File: src/rtl/mem_bus_arbiter_pkg.sv
// ---------------------------------------------------------------------------
// mem_bus_arbiter_pkg
// Shared definitions for the memory bus arbiter: bus widths, enable
// encodings, the arbiter state encoding and the default timeout.
// ---------------------------------------------------------------------------
package mem_bus_arbiter_pkg;

  localparam int REG_BUS_W   = 32;   // general register / data bus width
  localparam int INST_ADDR_W = 32;   // instruction address bus width

  localparam logic CHIP_ENABLE  = 1'b1;
  localparam logic WRITE_ENABLE = 1'b1;

  localparam logic [3:0] SEL_ALL = 4'b1111;

  localparam int TIMEOUT_DEFAULT = 255;

  typedef enum logic [1:0] {
    ST_IDLE   = 2'b00,
    ST_BUSY_I = 2'b01,
    ST_BUSY_D = 2'b10
  } arb_state_e;

endpackage

File: src/rtl/mem_bus_arbiter.sv
// ---------------------------------------------------------------------------
// mem_bus_arbiter
// Shares one external memory bus between the instruction-fetch port and the
// data-access port. One bus transaction runs at a time; data requests win
// over fetches because they belong to the older instruction. Read data is
// captured on ack and returned to the requester, and each port raises a
// stall request until its own access has completed.
//
// Ports
//   clk, rst           clock, asynchronous active-high reset
//   if_ce_i/if_addr_i  fetch request level and address
//   if_data_o          fetched word (valid in the cycle if_done is high)
//   if_stall_req_o     fetch not yet satisfied
//   flush_i            discard an in-flight fetch result
//   d_ce_i, d_we_i, d_sel_i, d_addr_i, d_wdata_i   data access request
//   d_rdata_o          read data (valid in the cycle d_done is high)
//   d_stall_req_o      data access not yet satisfied
//   bus_*_o            registered bus request, write strobe, lanes, address,
//                      write data
//   bus_rdata_i/bus_ack_i  read data and single-cycle completion
//   bus_err_o          sticky timeout flag
// ---------------------------------------------------------------------------
module mem_bus_arbiter
  import mem_bus_arbiter_pkg::*;
#(
  parameter int TIMEOUT_CYC = TIMEOUT_DEFAULT,
  parameter int ADDR_W      = INST_ADDR_W,
  parameter int DATA_W      = REG_BUS_W
) (
  input  logic              clk,
  input  logic              rst,

  input  logic              if_ce_i,
  input  logic [ADDR_W-1:0] if_addr_i,
  output logic [DATA_W-1:0] if_data_o,
  output logic              if_stall_req_o,
  input  logic              flush_i,

  input  logic              d_ce_i,
  input  logic              d_we_i,
  input  logic [3:0]        d_sel_i,
  input  logic [ADDR_W-1:0] d_addr_i,
  input  logic [DATA_W-1:0] d_wdata_i,
  output logic [DATA_W-1:0] d_rdata_o,
  output logic              d_stall_req_o,

  output logic              bus_req_o,
  output logic              bus_we_o,
  output logic [3:0]        bus_sel_o,
  output logic [ADDR_W-1:0] bus_addr_o,
  output logic [DATA_W-1:0] bus_wdata_o,
  input  logic [DATA_W-1:0] bus_rdata_i,
  input  logic              bus_ack_i,
  output logic              bus_err_o
);

  // The counter terminates the transaction in the busy cycle in which it
  // would reach TIMEOUT_CYC, so the compare is against TIMEOUT_CYC-1.
  localparam logic [7:0] TMO_LAST = 8'(TIMEOUT_CYC - 1);

  arb_state_e        state_q;
  logic              bus_req_q;
  logic              bus_we_q;
  logic [3:0]        bus_sel_q;
  logic [ADDR_W-1:0] bus_addr_q;
  logic [DATA_W-1:0] bus_wdata_q;
  logic [DATA_W-1:0] if_data_q;
  logic [DATA_W-1:0] d_rdata_q;
  logic              if_done_q;
  logic              d_done_q;
  logic              discard_q;
  logic              bus_err_q;
  logic [7:0]        tmo_cnt_q;

  logic              tmo_hit;
  logic              finish;
  logic [DATA_W-1:0] rdata_cap;
  logic              drop_fetch;

  assign tmo_hit    = (tmo_cnt_q == TMO_LAST);
  // Ack wins over a simultaneous timeout; a timeout completes with zero data.
  assign finish     = bus_ack_i | tmo_hit;
  assign rdata_cap  = bus_ack_i ? bus_rdata_i : '0;
  // A flush in the completing cycle counts the same as an earlier one.
  assign drop_fetch = discard_q | flush_i;

  always_ff @(posedge clk or posedge rst) begin
    if (rst) begin
      state_q     <= ST_IDLE;
      bus_req_q   <= 1'b0;
      bus_we_q    <= 1'b0;
      bus_sel_q   <= '0;
      bus_addr_q  <= '0;
      bus_wdata_q <= '0;
      if_data_q   <= '0;
      d_rdata_q   <= '0;
      if_done_q   <= 1'b0;
      d_done_q    <= 1'b0;
      discard_q   <= 1'b0;
      bus_err_q   <= 1'b0;
      tmo_cnt_q   <= '0;
    end else begin
      // Done flags are single-cycle pulses; a flush outside BUSY_I therefore
      // never has a pending done flag left to clear beyond this cycle.
      if_done_q <= 1'b0;
      d_done_q  <= 1'b0;

      case (state_q)
        ST_IDLE: begin
          tmo_cnt_q <= '0;
          // A port whose done flag is high is consuming its result now and
          // must not be re-granted for the same request.
          if (d_ce_i == CHIP_ENABLE && !d_done_q) begin
            state_q     <= ST_BUSY_D;
            bus_req_q   <= 1'b1;
            bus_we_q    <= d_we_i;
            bus_sel_q   <= d_sel_i;
            bus_addr_q  <= d_addr_i;
            bus_wdata_q <= d_wdata_i;
          end else if (if_ce_i == CHIP_ENABLE && !if_done_q) begin
            state_q     <= ST_BUSY_I;
            bus_req_q   <= 1'b1;
            bus_we_q    <= ~WRITE_ENABLE;
            bus_sel_q   <= SEL_ALL;
            bus_addr_q  <= if_addr_i;
            bus_wdata_q <= '0;
            discard_q   <= flush_i;
          end
        end

        ST_BUSY_I: begin
          if (finish) begin
            state_q   <= ST_IDLE;
            bus_req_q <= 1'b0;
            if (!bus_ack_i) bus_err_q <= 1'b1;
            // The bus cannot be aborted, so a flushed fetch still runs to
            // completion and only its result is thrown away here.
            if (drop_fetch) begin
              discard_q <= 1'b0;
            end else begin
              if_data_q <= rdata_cap;
              if_done_q <= 1'b1;
            end
          end else begin
            tmo_cnt_q <= tmo_cnt_q + 8'd1;
            if (flush_i) discard_q <= 1'b1;
          end
        end

        ST_BUSY_D: begin
          if (finish) begin
            state_q   <= ST_IDLE;
            bus_req_q <= 1'b0;
            if (!bus_ack_i) bus_err_q <= 1'b1;
            d_rdata_q <= rdata_cap;
            d_done_q  <= 1'b1;
          end else begin
            tmo_cnt_q <= tmo_cnt_q + 8'd1;
          end
        end

        default: begin
          state_q   <= ST_IDLE;
          bus_req_q <= 1'b0;
        end
      endcase
    end
  end

  assign if_stall_req_o = if_ce_i & ~if_done_q;
  assign d_stall_req_o  = d_ce_i & ~d_done_q;

  assign if_data_o   = if_data_q;
  assign d_rdata_o   = d_rdata_q;
  assign bus_req_o   = bus_req_q;
  assign bus_we_o    = bus_we_q;
  assign bus_sel_o   = bus_sel_q;
  assign bus_addr_o  = bus_addr_q;
  assign bus_wdata_o = bus_wdata_q;
  assign bus_err_o   = bus_err_q;

endmodule
File: config.mk
export PLATFORM = sky130hd
export DESIGN_NAME = mem_bus_arbiter
export DESIGN_NICKNAME = d
export VERILOG_FILES = /design/src/rtl/mem_bus_arbiter_pkg.sv /design/src/rtl/mem_bus_arbiter.sv
export SDC_FILE = /design/constraint.sdc
export NUM_CORES = 1
export LEC_CHECK = 0
export ABC_CLOCK_PERIOD_IN_PS = 4900
export BUFFER_PORTS_ARGS = -buffer_cell sky130_fd_sc_hd__clkbuf_2
export CAP_MARGIN = 20
export CORE_MARGIN = 2
export CORE_UTILIZATION = 26
export CTS_CLUSTER_DIAMETER = 60
export DETAILED_ROUTE_END_ITERATION = 6
export PLACE_DENSITY = 0.57
export SLEW_MARGIN = 20
export SYNTH_ARGS = -nofsm -noshare
export SYNTH_HDL_FRONTEND = slang
export SYNTH_SLANG_ARGS = --single-unit
File: constraint.sdc
create_clock -name clk -period 4.9 [get_ports clk]
set_input_delay 0.49 -clock clk [delete_from_list [all_inputs] [get_ports clk]]
set_output_delay 0.49 -clock clk [all_outputs]
set_load 0.01 [all_outputs]
==> Implementation_results.wiki, run 1 <==
{| class="wikitable"
! Metric !! Value
|-
| Met3 Routed Length || 1390 um
|-
| Power Total || 5.20 mW
|-
| Hold Violations, Final || 0
|-
| Drt initial violations || 236
|-
| Min-Delay Path Class || in -> async
|-
| Quantity of gates resized following cts || 0
|-
| Worst-path cell chain || nand2b_1 -> inv_2 -> buf_4 -> clkbuf_2
|-
| Worst-Skew Late Latency || 0.42 ns
|-
| Standby leakage power || 4.22 nW
|-
| Setup repair after global routing missed its margin || no
|-
| Final Hold Slack || 0.0276 ns
|-
| Critical register-to-register path startpoint || d_done_q$_DFF_PP0_
|-
| Maximum fanout along the worst path || 37
|-
| Most common cell after layout, fill and taps aside || clkbuf_2
|-
| Transition time at the pin with the least slew margin || 0.804 ns
|-
| Critical Path Slowest Stage Cell || buf_4
|-
| Floorplan die height || 155 um
|-
| Clock transition at the registers of the reported paths || 0.07 ns
|-
| Starting density of the core || 0.263
|-
| TNS Setup || 0 ns
|-
| Slowest stage delay, CP || 0.48 ns
|-
| Kind of cell adding the most delay to the critical path || buffers and inverters
|-
| Sum of routed wire length over all layers || 15700 um
|-
| Number of buffers created by CTS || 17
|-
| TritonCTS clock tree || yes
|-
| Crit path buf inv count || 3
|-
| Total overflow reported by the global router || 0
|-
| Arithmetic-cell share of the synthesized area counting full adders, half adders and majority gates || 0.0106
|-
| Number of top-level design ports || 276
|-
| Synth Flop Type || dfrtp_1
|-
| Ratio of total power to cell area || 641 nW/um^2
|-
| Buffers from clock root to sink, at most || 2
|-
| Total routing resource utilization after global routing || 0.131
|-
| Hold buffers post-CTS || 0
|-
| Unique cell type count in the Yosys netlist || 37
|-
| Synthesized net count || 603
|-
| Setup repair bufs after CTS || 0
|-
| Number of nets with antenna violations after routing || 0
|-
| First-pass iteration count of the detailed router || 4
|-
| Outcome || completed
|-
| Data required time of the critical path || 4.41 ns
|-
| Initial antenna violation count || 0
|-
| Post-placement cell count || 992
|-
| Post-layout instance area || 8110 sq um
|-
| Count of flip-flops with a built-in enable after synthesis || 0
|-
| Max-slew violation count || 0
|-
| Met2 wire length || 7270 um
|-
| Horizontal extent of the die || 155 um
|-
| Commonest non-fill, non-tap cells in the layout || clkbuf_2 (275), dfrtp_1 (148), a22o_1 (97), nand2_1 (44), mux2i_1 (36)
|-
| Number of nets in the finished design || 870
|-
| Period utilisation layout || 0.472
|-
| Number of inserted diodes || 0
|-
| Via/cell ratio || 4.55
|-
| Count of input and output buffers || 275
|-
| Setup violation total in the final timing report || 0
|-
| Rel. slew slack || 0.462
|-
| Syn Area/Cell || 12.9 sq um
|-
| Vias in the first global route || 4699
|-
| Time the final worst path needs with I/O delays and setup || 2.31 ns
|-
| Maximum number of pins on one net before global-route repair || 60
|-
| Max Used Layer || met4
|-
| Routed wire per std cell || 15.3 um
|-
| Number of flip-flops and latches in the synthesized netlist || 148
|-
| Portion of netlist area occupied by mux cells || 0.0611
|-
| Total number of placement rows || 55
|-
| Total vias in the final route || 4664
|-
| Die Outline Area || 23900 sq um
|-
| Clk Tree Root Cell || clkbuf_16
|-
| Data arrival, critical path || 1.82 ns
|-
| Yosys warns || 0
|-
| Maximum vdd ir drop || 0.275 mV
|-
| Residual DRC || 0
|-
| Final instance count without filler cells || 1024
|-
| Max Cap Viol || 0
|-
| Placement Cell Area || 7500 sq um
|-
| Core region area || 22400 sq um
|-
| Post-synthesis share of cell area spent on and, or, nand and nor gates || 0.0632
|-
| Element type at the critical path start || flip-flop
|-
| Sinks on the clock net || 148
|-
| Crit path kind || reg -> out
|-
| Share of post-route cells with drive strength above 1 || 0.437
|-
| Asr flop ratio synth || 1.00
|-
| Wire length of the first global-routing pass || 24700 um
|-
| Largest clock skew in the final design || 0.0142 ns
|-
| Setup slack of the worst register-to-register path || 2.73 ns
|-
| Placed wire-length estimate after detailed placement || 11000 um
|-
| RR Endpoint || bus_addr_o[17]$_DFFE_PP0P_
|-
| WL met1 || 6820 um
|-
| Routability congestion estimate || 0.709
|-
| Sequential share of the synthesized area || 0.628
|-
| Dominant combinational cell family by area after synthesis || compound AO/OA/AOI/OAI gates
|-
| Cells after Synth || 459
|-
| Compound-Gate Fraction of Synth Area || 0.197
|-
| H-tree depth || 4
|-
| Depth of the worst register-to-register path || 5
|-
| Relative area change from synthesis to final layout || 37.4%
|-
| Xor/xnor share of the synthesized area || 0.00148
|-
| Max frequency || 432 MHz
|-
| Kind of capture point of the worst setup path || primary output
|-
| Post-synthesis instance area || 5900 sq um
|}
## cells in the mapped netlist, types with 5 or more instances
library cell / count / area (sq um)
ha_1: 5 / 62.6
inv_1: 7 / 26.3
a22o_1: 97 / 850
clkbuf_1: 12 / 45.0
buf_4: 10 / 75.1
nand2_1: 44 / 165
o22a_1: 5 / 43.8
nand3_1: 5 / 25.0
nor2b_1: 5 / 31.3
mux2i_1: 36 / 360
dfrtp_1: 148 / 3700
o21ai_0: 33 / 165
buf_2: 10 / 50.1
nor2_1: 6 / 22.5
## kinds of logic (layout without fill, tap and decap cells)
logic type / after synthesis / in the layout
muxes: 36 / 36
adders and majority gates: 5 / 5
AOI/OAI and AO/OA: 149 / 149
buffers and inverters: 42 / 322
xor gates and xnor gates: 1 / 1
and+or+nand+nor: 78 / 78
DFF: 148 / 148
## sequential cells by signal (all words and copies together), names as in the netlist
name         cells
bus_err_o        1
d_done_q         1
if_done_q        1
bus_req_o        1
if_data_o       32
bus_sel_o        4
bus_addr_o      32
discard_q        1
bus_we_o         1
tmo_cnt_q        8
d_rdata_o       32
bus_wdata_o     32
state_q          2
## how the worst max path moves through the flow
stage / from / endpoint / cells past startpoint
floorplan: rst / bus_addr_o[0]$_DFFE_PP0P_ / 1
global placement: if_ce_i / bus_addr_o[10]$_DFFE_PP0P_ / 6
detailed placement: if_ce_i / bus_addr_o[17]$_DFFE_PP0P_ / 6
CTS: d_done_q$_DFF_PP0_ / d_stall_req_o / 4
global route: d_done_q$_DFF_PP0_ / bus_addr_o[16]$_DFFE_PP0P_ / 5
finish: d_done_q$_DFF_PP0_ / d_stall_req_o / 4
## routing by layer
layer / global-route usage / vias to the layer above
li1: - / 2213
met3: 0.0479 / 13
met2: 0.212 / 196
met5: 0 / -
met1: 0.163 / 2242
met4: 0.0406 / 0
## final cells by class
type                            count  area [sq um]
Fill cell                        2233         14300
Sequential cell                   148          3700
Multi-Input combinational cell    269          1970
Timing Repair Buffer              283          1440
Clock buffer                       18           439
Tap cell                          285           357
Clock inverter                     14           165
Inverter                            7          31.3
## per-stage QoR
step,setup slack (ns),util
2_1_floorplan,0.430,-
3_3_place_gp,2.42,0.334
3_5_place_dp,2.37,0.334
4_1_cts,2.56,0.361
5_1_grt,2.44,0.361
6_report,2.59,0.361
## worst register-to-register path, stage by stage, from the launching register on
cell and delay, ns:
dfrtp_1 0.31, nand2b_1 0.18, inv_2 0.07, o21ai_4 0.65, buf_4 0.59, o21ai_0 0.21
## report_power, final
| part | internal (mW) | switching, mW |
|---|---|---|
| logic | 0.829 | 0.993 |
| clock network | 0.780 | 0.559 |
| registers | 1.74 | 0.296 |
| total | 3.35 | 1.85 |
Power figures use the tool's default switching activity.
==> run 2: changes to the inputs <==
- ABC_AREA: not set -> 1
- ABC_CLOCK_PERIOD_IN_PS: 4900 -> 2180
- clock period: 4.9 -> 2.18 ns (I/O delays scaled with it)
==> run 2 against run 1 <==
  * Cell count grew 16%
  * Combinational power grew 140%
  * Wire length grew 13%
  * Sequential share of layout area shrank 1.1 points
  * Register-to-register slack lost 2.4 ns
  * Global-route usage grew 1.6 points
  * Sequential cell count is the same
  * Critical path depth grew 5
  * Worst setup slack lost 2.2 ns
  * Non-clock buffer count grew 5
  * Critical path type is now reg -> reg
  * Largest cell class unchanged
  * Highest routed layer unchanged
==> Implementation_results.wiki, run 2 <==
{| class="wikitable"
! Metric !! Value
|-
| Largest clock skew in the final design || 0.00842 ns (-0.00576 ns)
|-
| Core region area || 22600 sq um (+0.92%)
|-
| Total overflow reported by the global router || 0 (unchanged)
|-
| Synth cell count leaders || nand2_1 (189), dfrtp_1 (148), nor2_1 (39), o21ai_1 (37), o21ai_0 (34)
|-
| Number of flip-flops and latches in the synthesized netlist || 148 (unchanged)
|-
| Max frequency || 548 MHz
|-
| Count of flip-flops with a built-in enable after synthesis || 0 (unchanged)
|-
| Horizontal extent of the die || 156 um (+0.88%)
|-
| Max-slew violation count || 0 (unchanged)
|-
| Setup repair after global routing missed its margin || no
|-
| Buffers from clock root to sink, at most || 2 (unchanged)
|-
| Hold Violations, Final || 0 (unchanged)
|-
| Transition time at the pin with the least slew margin || 0.682 ns (-0.122 ns)
|-
| Maximum vdd ir drop || 0.472 mV (+71%)
|-
| TNS Setup || 0 ns (unchanged)
|-
| Hold buffers post-CTS || 1 (+1)
|-
| Data arrival, critical path || 2.12 ns (+0.30 ns)
|-
| Via/cell ratio || 4.49 (-1.5%)
|-
| Floorplan die height || 156 um (+0.88%)
|-
| Xor/xnor share of the synthesized area || 0.00146 (-0.0000263)
|-
| Cells after Synth || 615 (+34%)
|-
| Maximum fanout along the worst path || 11 (-70%)
|-
| Most common cell after layout, fill and taps aside || clkbuf_2
|-
| Number of buffers created by CTS || 17 (unchanged)
|-
| Syn Area/Cell || 9.77 sq um (-24%)
|-
| Time the final worst path needs with I/O delays and setup || 1.83 ns
|-
| Wire length of the first global-routing pass || 27900 um (+13%)
|-
| Rel. slew slack || 0.544 (+0.0823)
|-
| Placed wire-length estimate after detailed placement || 12600 um (+14%)
|-
| Min-Delay Path Class || in -> reg
|-
| Clock transition at the registers of the reported paths || 0.07 ns (about the same)
|-
| Post-synthesis share of cell area spent on and, or, nand and nor gates || 0.168 (+0.105)
|-
| Number of top-level design ports || 276 (unchanged)
|-
| H-tree depth || 4 (unchanged)
|-
| Outcome || completed
|-
| Sequential share of the synthesized area || 0.617 (-0.0111)
|-
| Most area-hungry cell type in the Yosys netlist || dfrtp_1
|-
| Period utilisation layout || 0.838
|-
| Portion of netlist area occupied by mux cells || 0 (-0.0611)
|-
| TritonCTS clock tree || yes
|-
| Arithmetic-cell share of the synthesized area counting full adders, half adders and majority gates || 0.0104 (-0.000188)
|-
| Worst-Skew Late Latency || 0.42 ns (about the same)
|-
| Drt initial violations || 307 (+30%)
|-
| Total routing resource utilization after global routing || 0.147 (+0.0162)
|-
| Clk Tree Root Cell || clkbuf_16
|-
| Placement Cell Area || 7700 sq um (+2.6%)
|-
| Post-synthesis instance area || 6010 sq um (+1.8%)
|-
| Number of nets in the finished design || 1029 (+18%)
|-
| Starting density of the core || 0.265 (+0.00230)
|-
| Post-layout instance area || 8310 sq um (+2.5%)
|-
| Total number of placement rows || 55 (unchanged)
|-
| Total vias in the final route || 5309 (+14%)
|-
| Routability congestion estimate || 0.793 (+12%)
|-
| Compound-Gate Fraction of Synth Area || 0.156 (-0.0412)
|-
| Quantity of gates resized following cts || 0 (unchanged)
|-
| Standby leakage power || 4.34 nW (+3.0%)
|-
| Count of input and output buffers || 275 (unchanged)
|-
| Dominant combinational cell family by area after synthesis || simple AND/OR/NAND/NOR gates
|-
| Crit path kind || reg -> reg
|-
| Relative area change from synthesis to final layout || 38.3%
|-
| Sum of routed wire length over all layers || 17700 um (+13%)
|-
| First-pass iteration count of the detailed router || 4 (unchanged)
|-
| Maximum number of pins on one net before global-route repair || 69 (+15%)
|-
| Setup violation total in the final timing report || 0 (unchanged)
|-
| Die Outline Area || 24300 sq um (+1.8%)
|-
| Initial antenna violation count || 0 (unchanged)
|-
| Data required time of the critical path || 2.47 ns (-1.94 ns)
|-
| Asr flop ratio synth || 1.00 (unchanged)
|-
| Number of nets with antenna violations after routing || 0 (unchanged)
|-
| Ratio of total power to cell area || 1430 nW/um^2 (+120%)
|-
| Routed wire per std cell || 15.0 um (-2.2%)
|-
| Vias in the first global route || 5110 (+8.7%)
|-
| Unique cell type count in the Yosys netlist || 27 (-27%)
|-
| Sinks on the clock net || 148 (unchanged)
|-
| Leading cell type by number of instances after synthesis || nand2_1
|-
| Yosys warns || 0 (unchanged)
|-
| Synthesized net count || 759 (+26%)
|-
| Synth Flop Type || dfrtp_1
|-
| Element type at the critical path start || flip-flop
|-
| Leading cell types by total area after synthesis || dfrtp_1 (62%), nand2_1 (12%), a22o_1 (4.8%)
|-
| Setup repair bufs after CTS || 0 (unchanged)
|-
| Residual DRC || 0 (unchanged)
|-
| Commonest non-fill, non-tap cells in the layout || clkbuf_2 (275), nand2_1 (189), dfrtp_1 (148), nor2_1 (39), o21ai_1 (37)
|-
| Max Cap Viol || 0 (unchanged)
|-
| Portion of synthesized cell area occupied by the leading cell type || 0.617 (-0.0111)
|-
| Number of inserted diodes || 0 (unchanged)
|-
| Share of post-route cells with drive strength above 1 || 0.372 (-0.0651)
|-
| Kind of capture point of the worst setup path || flip-flop
|}
-- run 2: changes by cell type in the layout (fill, tap and decap cells not counted), moves of 32 or more --
cell,delta
o21ai_1,+35
nand2_1,+145
nor2_1,+33
mux2i_1,-36
a22o_1,-64
a31oi_1,+32
-- run 2: area by class of cell --
class                   count  area (sq um)
clock inverters            13           145
repair buffers            288          1540
inverters                  24          93.8
flip-flops and latches    148          3700
fillers                  2367         14300
clock buffers              19           453
multi-input cells         406          2020
well taps                 285           357
-- run 2: metal layers --
layer / vias up / track usage / wire [um]
met5: - / 0 / 0
met4: 0 / 0.0550 / 383
met3: 19 / 0.0347 / 877
met2: 144 / 0.236 / 8750
met1: 2544 / 0.193 / 7690
li1: 2602 / - / -
-- run 2: final timing paths --
check | slack [ns] | start | depth (start not counted) | to
worst max-delay path | 0.35 | state_q[0]$_DFFE_PP0P_ | 9 | tmo_cnt_q[5]$_DFFE_PP0P_
worst min-delay path | 0.03 | d_wdata_i[19] | 2 | bus_wdata_o[19]$_DFFE_PP0P_
worst max register to register | 0.35 | state_q[0]$_DFFE_PP0P_ | 9 | tmo_cnt_q[5]$_DFFE_PP0P_
worst min register to register | 0.49 | if_data_o[30]$_DFFE_PP0P_ | 2 | if_data_o[30]$_DFFE_PP0P_
max in group asynchronous | 1.03 | rst | 4 | if_data_o[0]$_DFFE_PP0P_
min in group asynchronous | 0.49 | rst | 3 | bus_req_o$_DFFE_PP0P_
-- run 2: power by group --
part | switching [mW] | total [mW] | leakage, nW | internal, mW
clock network | 1.24 | 3.01 | 0.287 | 1.77
registers | 0.632 | 4.51 | 1.85 | 3.88
logic | 2.61 | 4.32 | 2.20 | 1.71
total | 4.48 | 11.8 | 4.34 | 7.36
-- run 2: kinds of logic (layout without fill, tap and decap cells) --
kind of cell	after synthesis	in the layout
simple gates	253	253
flops	148	148
buf+inv	61	344
compound gates	147	147
fa+ha+maj	5	5
xor+xnor	1	1
-- run 2: critical path, cell delays in order, from the launching register on --
cell,delay [ns]
dfrtp_1,0.37
inv_1,0.07
ha_1,0.39
inv_1,0.11
nor2_1,0.16
nand2_2,0.09
nand2_1,0.25
inv_1,0.14
nand2_1,0.08
o21ai_0,0.07
-- run 2: metrics by stage --
stage / utilization / hold WS (ns) / setup WS (ns) / total power, mW / std cells
2_1_floorplan: - / 0.364 / 0.101 / 7.06 / 615
3_3_place_gp: 0.340 / 0.353 / 0.434 / 8.88 / 1150
4_1_cts: 0.367 / 0.00627 / 0.344 / 12.0 / 1183
3_5_place_dp: 0.340 / 0.352 / 0.359 / 8.96 / 1150
6_report: 0.367 / 0.0315 / 0.354 / 11.8 / 1183
5_1_grt: 0.367 / 0.00642 / 0.134 / 12.7 / 1183
==> run 3: changes to the inputs <==
- ABC_CLOCK_PERIOD_IN_PS: 2180 -> 1550
- PLACE_DENSITY: 0.57 -> 0.58
- clock period: 2.18 -> 1.55 ns (I/O delays scaled with it)
==> run 3 against run 2 <==
  * The run now ends with setup timing left
  * Power up 59%
  * Wire length up 23%
  * Hold slack worse by 0.013 ns
  * Sequential share of layout area down 9.0 points
  * Utilization up 9.3 points
  * Worst setup slack worse by 0.36 ns
  * Fmax up 17%
  * Non-clock buffer count up 165
  * First-iteration DRC count up 12%
  * Critical path type unchanged
==> Implementation_results.wiki, run 3 (synthesized netlist as in run 2, its figures left out) <==
{| class="wikitable"
! Metric !! Value
|-
| Setup repair after global routing missed its margin || yes
|-
| Hold_sp || bus_rdata_i[6]
|-
| Number of nets in the finished design || 1195 (+16%)
|-
| Relative area change from synthesis to final layout || 73.4%
|-
| Initial antenna violation count || 0 (unchanged)
|-
| Starting density of the core || 0.265 (unchanged)
|-
| Clock transition at the registers of the reported paths || 0.07 ns (about the same)
|-
| Max frequency || 641 MHz (+17%)
|-
| Buffers from clock root to sink, at most || 2 (unchanged)
|-
| Total overflow reported by the global router || 0 (unchanged)
|-
| Power Total || 18.8 mW (+59%)
|-
| Worst-Skew Late Latency || 0.42 ns (about the same)
|-
| Outcome || finished, violations left
|-
| Time the final worst path needs with I/O delays and setup || 1.56 ns (-0.267 ns)
|-
| Routed wire per std cell || 16.2 um (+8.0%)
|-
| Element type at the critical path start || flip-flop
|-
| Standby leakage power || 5.24 nW (+21%)
|-
| First-pass iteration count of the detailed router || 6 (+2)
|-
| Post-layout instance area || 10400 sq um (+25%)
|-
| Count of input and output buffers || 275 (unchanged)
|-
| Via/cell ratio || 4.58 (+2.1%)
|-
| Maximum vdd ir drop || 0.794 mV (+68%)
|-
| Rel. slew slack || 0.579 (+0.0342)
|-
| TritonCTS clock tree || yes
|-
| Min-Delay Path Class || in -> reg
|-
| Sum of routed wire length over all layers || 21800 um (+23%)
|-
| Total routing resource utilization after global routing || 0.163 (+0.0165)
|-
| Hold Violations, Final || 0 (unchanged)
|-
| Wire length of the first global-routing pass || 31700 um (+14%)
|-
| Max Cap Viol || 0 (unchanged)
|-
| Crit path setup slack, layout || -0.00968 ns (-0.363 ns)
|-
| H-tree depth || 4 (unchanged)
|-
| Sink of the worst hold path || d_rdata_o[6]$_DFFE_PP0P_
|-
| Setup violation total in the final timing report || 2 (+2)
|-
| Number of buffers created by CTS || 17 (unchanged)
|-
| Depth of the worst register-to-register path || 10 (+1)
|-
| Kind of capture point of the worst setup path || flip-flop
|-
| Largest clock skew in the final design || 0.0137 ns (+0.00531 ns)
|-
| Total number of placement rows || 55 (unchanged)
|-
| Final Hold Slack || 0.0188 ns (-0.0127 ns)
|-
| Core region area || 22600 sq um (unchanged)
|-
| Number of inserted diodes || 0 (unchanged)
|-
| Failing checks || setup timing
|-
| Die Outline Area || 24300 sq um (unchanged)
|-
| Residual DRC || 0 (unchanged)
|-
| Share of post-route cells with drive strength above 1 || 0.408 (+0.0360)
|-
| Crit path buf inv count || 2 (-1)
|-
| Slowest stage delay, CP || 0.38 ns (about the same)
|-
| Ratio of total power to cell area || 1800 nW/um^2 (+27%)
|-
| Floorplan die height || 156 um (unchanged)
|-
| Maximum number of pins on one net before global-route repair || 102 (+48%)
|-
| Placed wire-length estimate after detailed placement || 12300 um (-2.2%)
|-
| Vias in the first global route || 6193 (+21%)
|-
| Max-slew violation count || 0 (unchanged)
|-
| Commonest non-fill, non-tap cells in the layout || clkbuf_2 (275), dfrtp_1 (148), nand2_1 (147), dlygate4sd3_1 (131), o21ai_1 (54)
|-
| Number of top-level design ports || 276 (unchanged)
|-
| Kind of cell adding the most delay to the critical path || simple AND/OR/NAND/NOR gates
|-
| Routability congestion estimate || 0.793 (about the same)
|-
| Sinks on the clock net || 148 (unchanged)
|-
| Worst-path cell chain || inv_2 -> ha_4 -> nand2_4 -> nor2_4 -> nand2_4 -> nand2_8 -> nand2_8 -> clkbuf_16 -> nand2_1 -> o21ai_1
|-
| Crit path kind || reg -> reg
|-
| Setup slack of the worst register-to-register path || -0.01 ns (-0.36 ns)
|-
| Maximum fanout along the worst path || 8 (-3)
|-
| Clk Tree Root Cell || clkbuf_16
|-
| Count of cells along the worst hold path || 3 (+1)
|-
| Critical register-to-register path startpoint || tmo_cnt_q[0]$_DFFE_PP0P_
|-
| Placement Cell Area || 7850 sq um (+2.0%)
|-
| Critical Path Slowest Stage Cell || dfrtp_1
|-
| Total vias in the final route || 6184 (+16%)
|-
| Data arrival, critical path || 1.85 ns (-0.27 ns)
|-
| Number of nets with antenna violations after routing || 0 (unchanged)
|-
| Period utilisation layout || 1.01 (+0.168)
|-
| Most common cell after layout, fill and taps aside || clkbuf_2
|-
| Transition time at the pin with the least slew margin || 0.632 ns (-0.0498 ns)
|-
| Data required time of the critical path || 1.84 ns (-0.63 ns)
|-
| Horizontal extent of the die || 156 um (unchanged)
|-
| Drt initial violations || 344 (+12%)
|-
| RR Endpoint || d_rdata_o[31]$_DFFE_PP0P_
|-
| Post-placement worst setup slack || -0.0636 ns (-0.422 ns)
|}
==> run 3: worst max path at each step <==
stage                                 to  slack [ns]                startpoint  depth (start not counted)
2_1_floorplan  bus_addr_o[0]$_DFFE_PP0P_       -0.47                       rst                          1
3_3_place_gp      state_q[1]$_DFFE_PP0P_       -0.03    state_q[0]$_DFFE_PP0P_                          9
3_5_place_dp    tmo_cnt_q[3]$_DFFE_PP0P_       -0.06    state_q[0]$_DFFE_PP0P_                          9
4_1_cts                    d_stall_req_o       -0.01        d_done_q$_DFF_PP0_                          3
5_1_grt        d_rdata_o[31]$_DFFE_PP0P_       -0.09  tmo_cnt_q[0]$_DFFE_PP0P_                         10
6_report       d_rdata_o[31]$_DFFE_PP0P_       -0.01  tmo_cnt_q[0]$_DFFE_PP0P_                         10
==> run 3: worst reg2reg max path: cells and delay by family (launching register included) <==
family,cells,cell delay (ns)
compound gates,1,0.07
buf+inv,2,0.29
flops,1,0.38
fa+ha+maj,1,0.14
simple gates,6,0.57
==> run 3: power by group <==
| part | switching (mW) | internal (mW) |
|---|---|---|
| sequential | 0.994 | 5.46 |
| clock | 1.76 | 2.65 |
| combinational | 4.37 | 3.55 |
| total | 7.12 | 11.7 |
==> run 3: repair_timing <==
action                                  in CTS  in global routing
setup buffers                                2                  8
endpoints found under the setup margin      66                110
gates resized for setup                      6                111
hold buffers                               131                  0
cloned                                       0                 11
endpoints found under the hold margin      270                  0
pin swaps                                    2                 10
==> run 3: final cells by class <==
class | instances | area, sq um
fill | 2100 | 12200
clock inverter | 13 | 170
multi-input combinational | 407 | 2310
timing repair buffer | 453 | 3320
clock buffer | 19 | 453
sequential | 148 | 3700
inverter | 24 | 100
tap | 285 | 357
==> run 3: per-stage QoR <==
stage	TNS [ns]	util	cells
detailed placement	-1.04	0.347	1165
global placement	-0.419	0.347	1165
global route	-3.50	0.460	1349
CTS	-0.0156	0.434	1330
floorplan	-68.97	-	615
finish	-0.0112	0.460	1349
==> run 3: metal layers <==
| layer | wire length [um] | part of all wire | track usage |
|---|---|---|---|
| met5 | 0 | 0 | 0 |
| met4 | 484 | 0.022 | 0.0651 |
| met3 | 936 | 0.043 | 0.0353 |
| met2 | 11200 | 0.51 | 0.286 |
| met1 | 9190 | 0.42 | 0.196 |
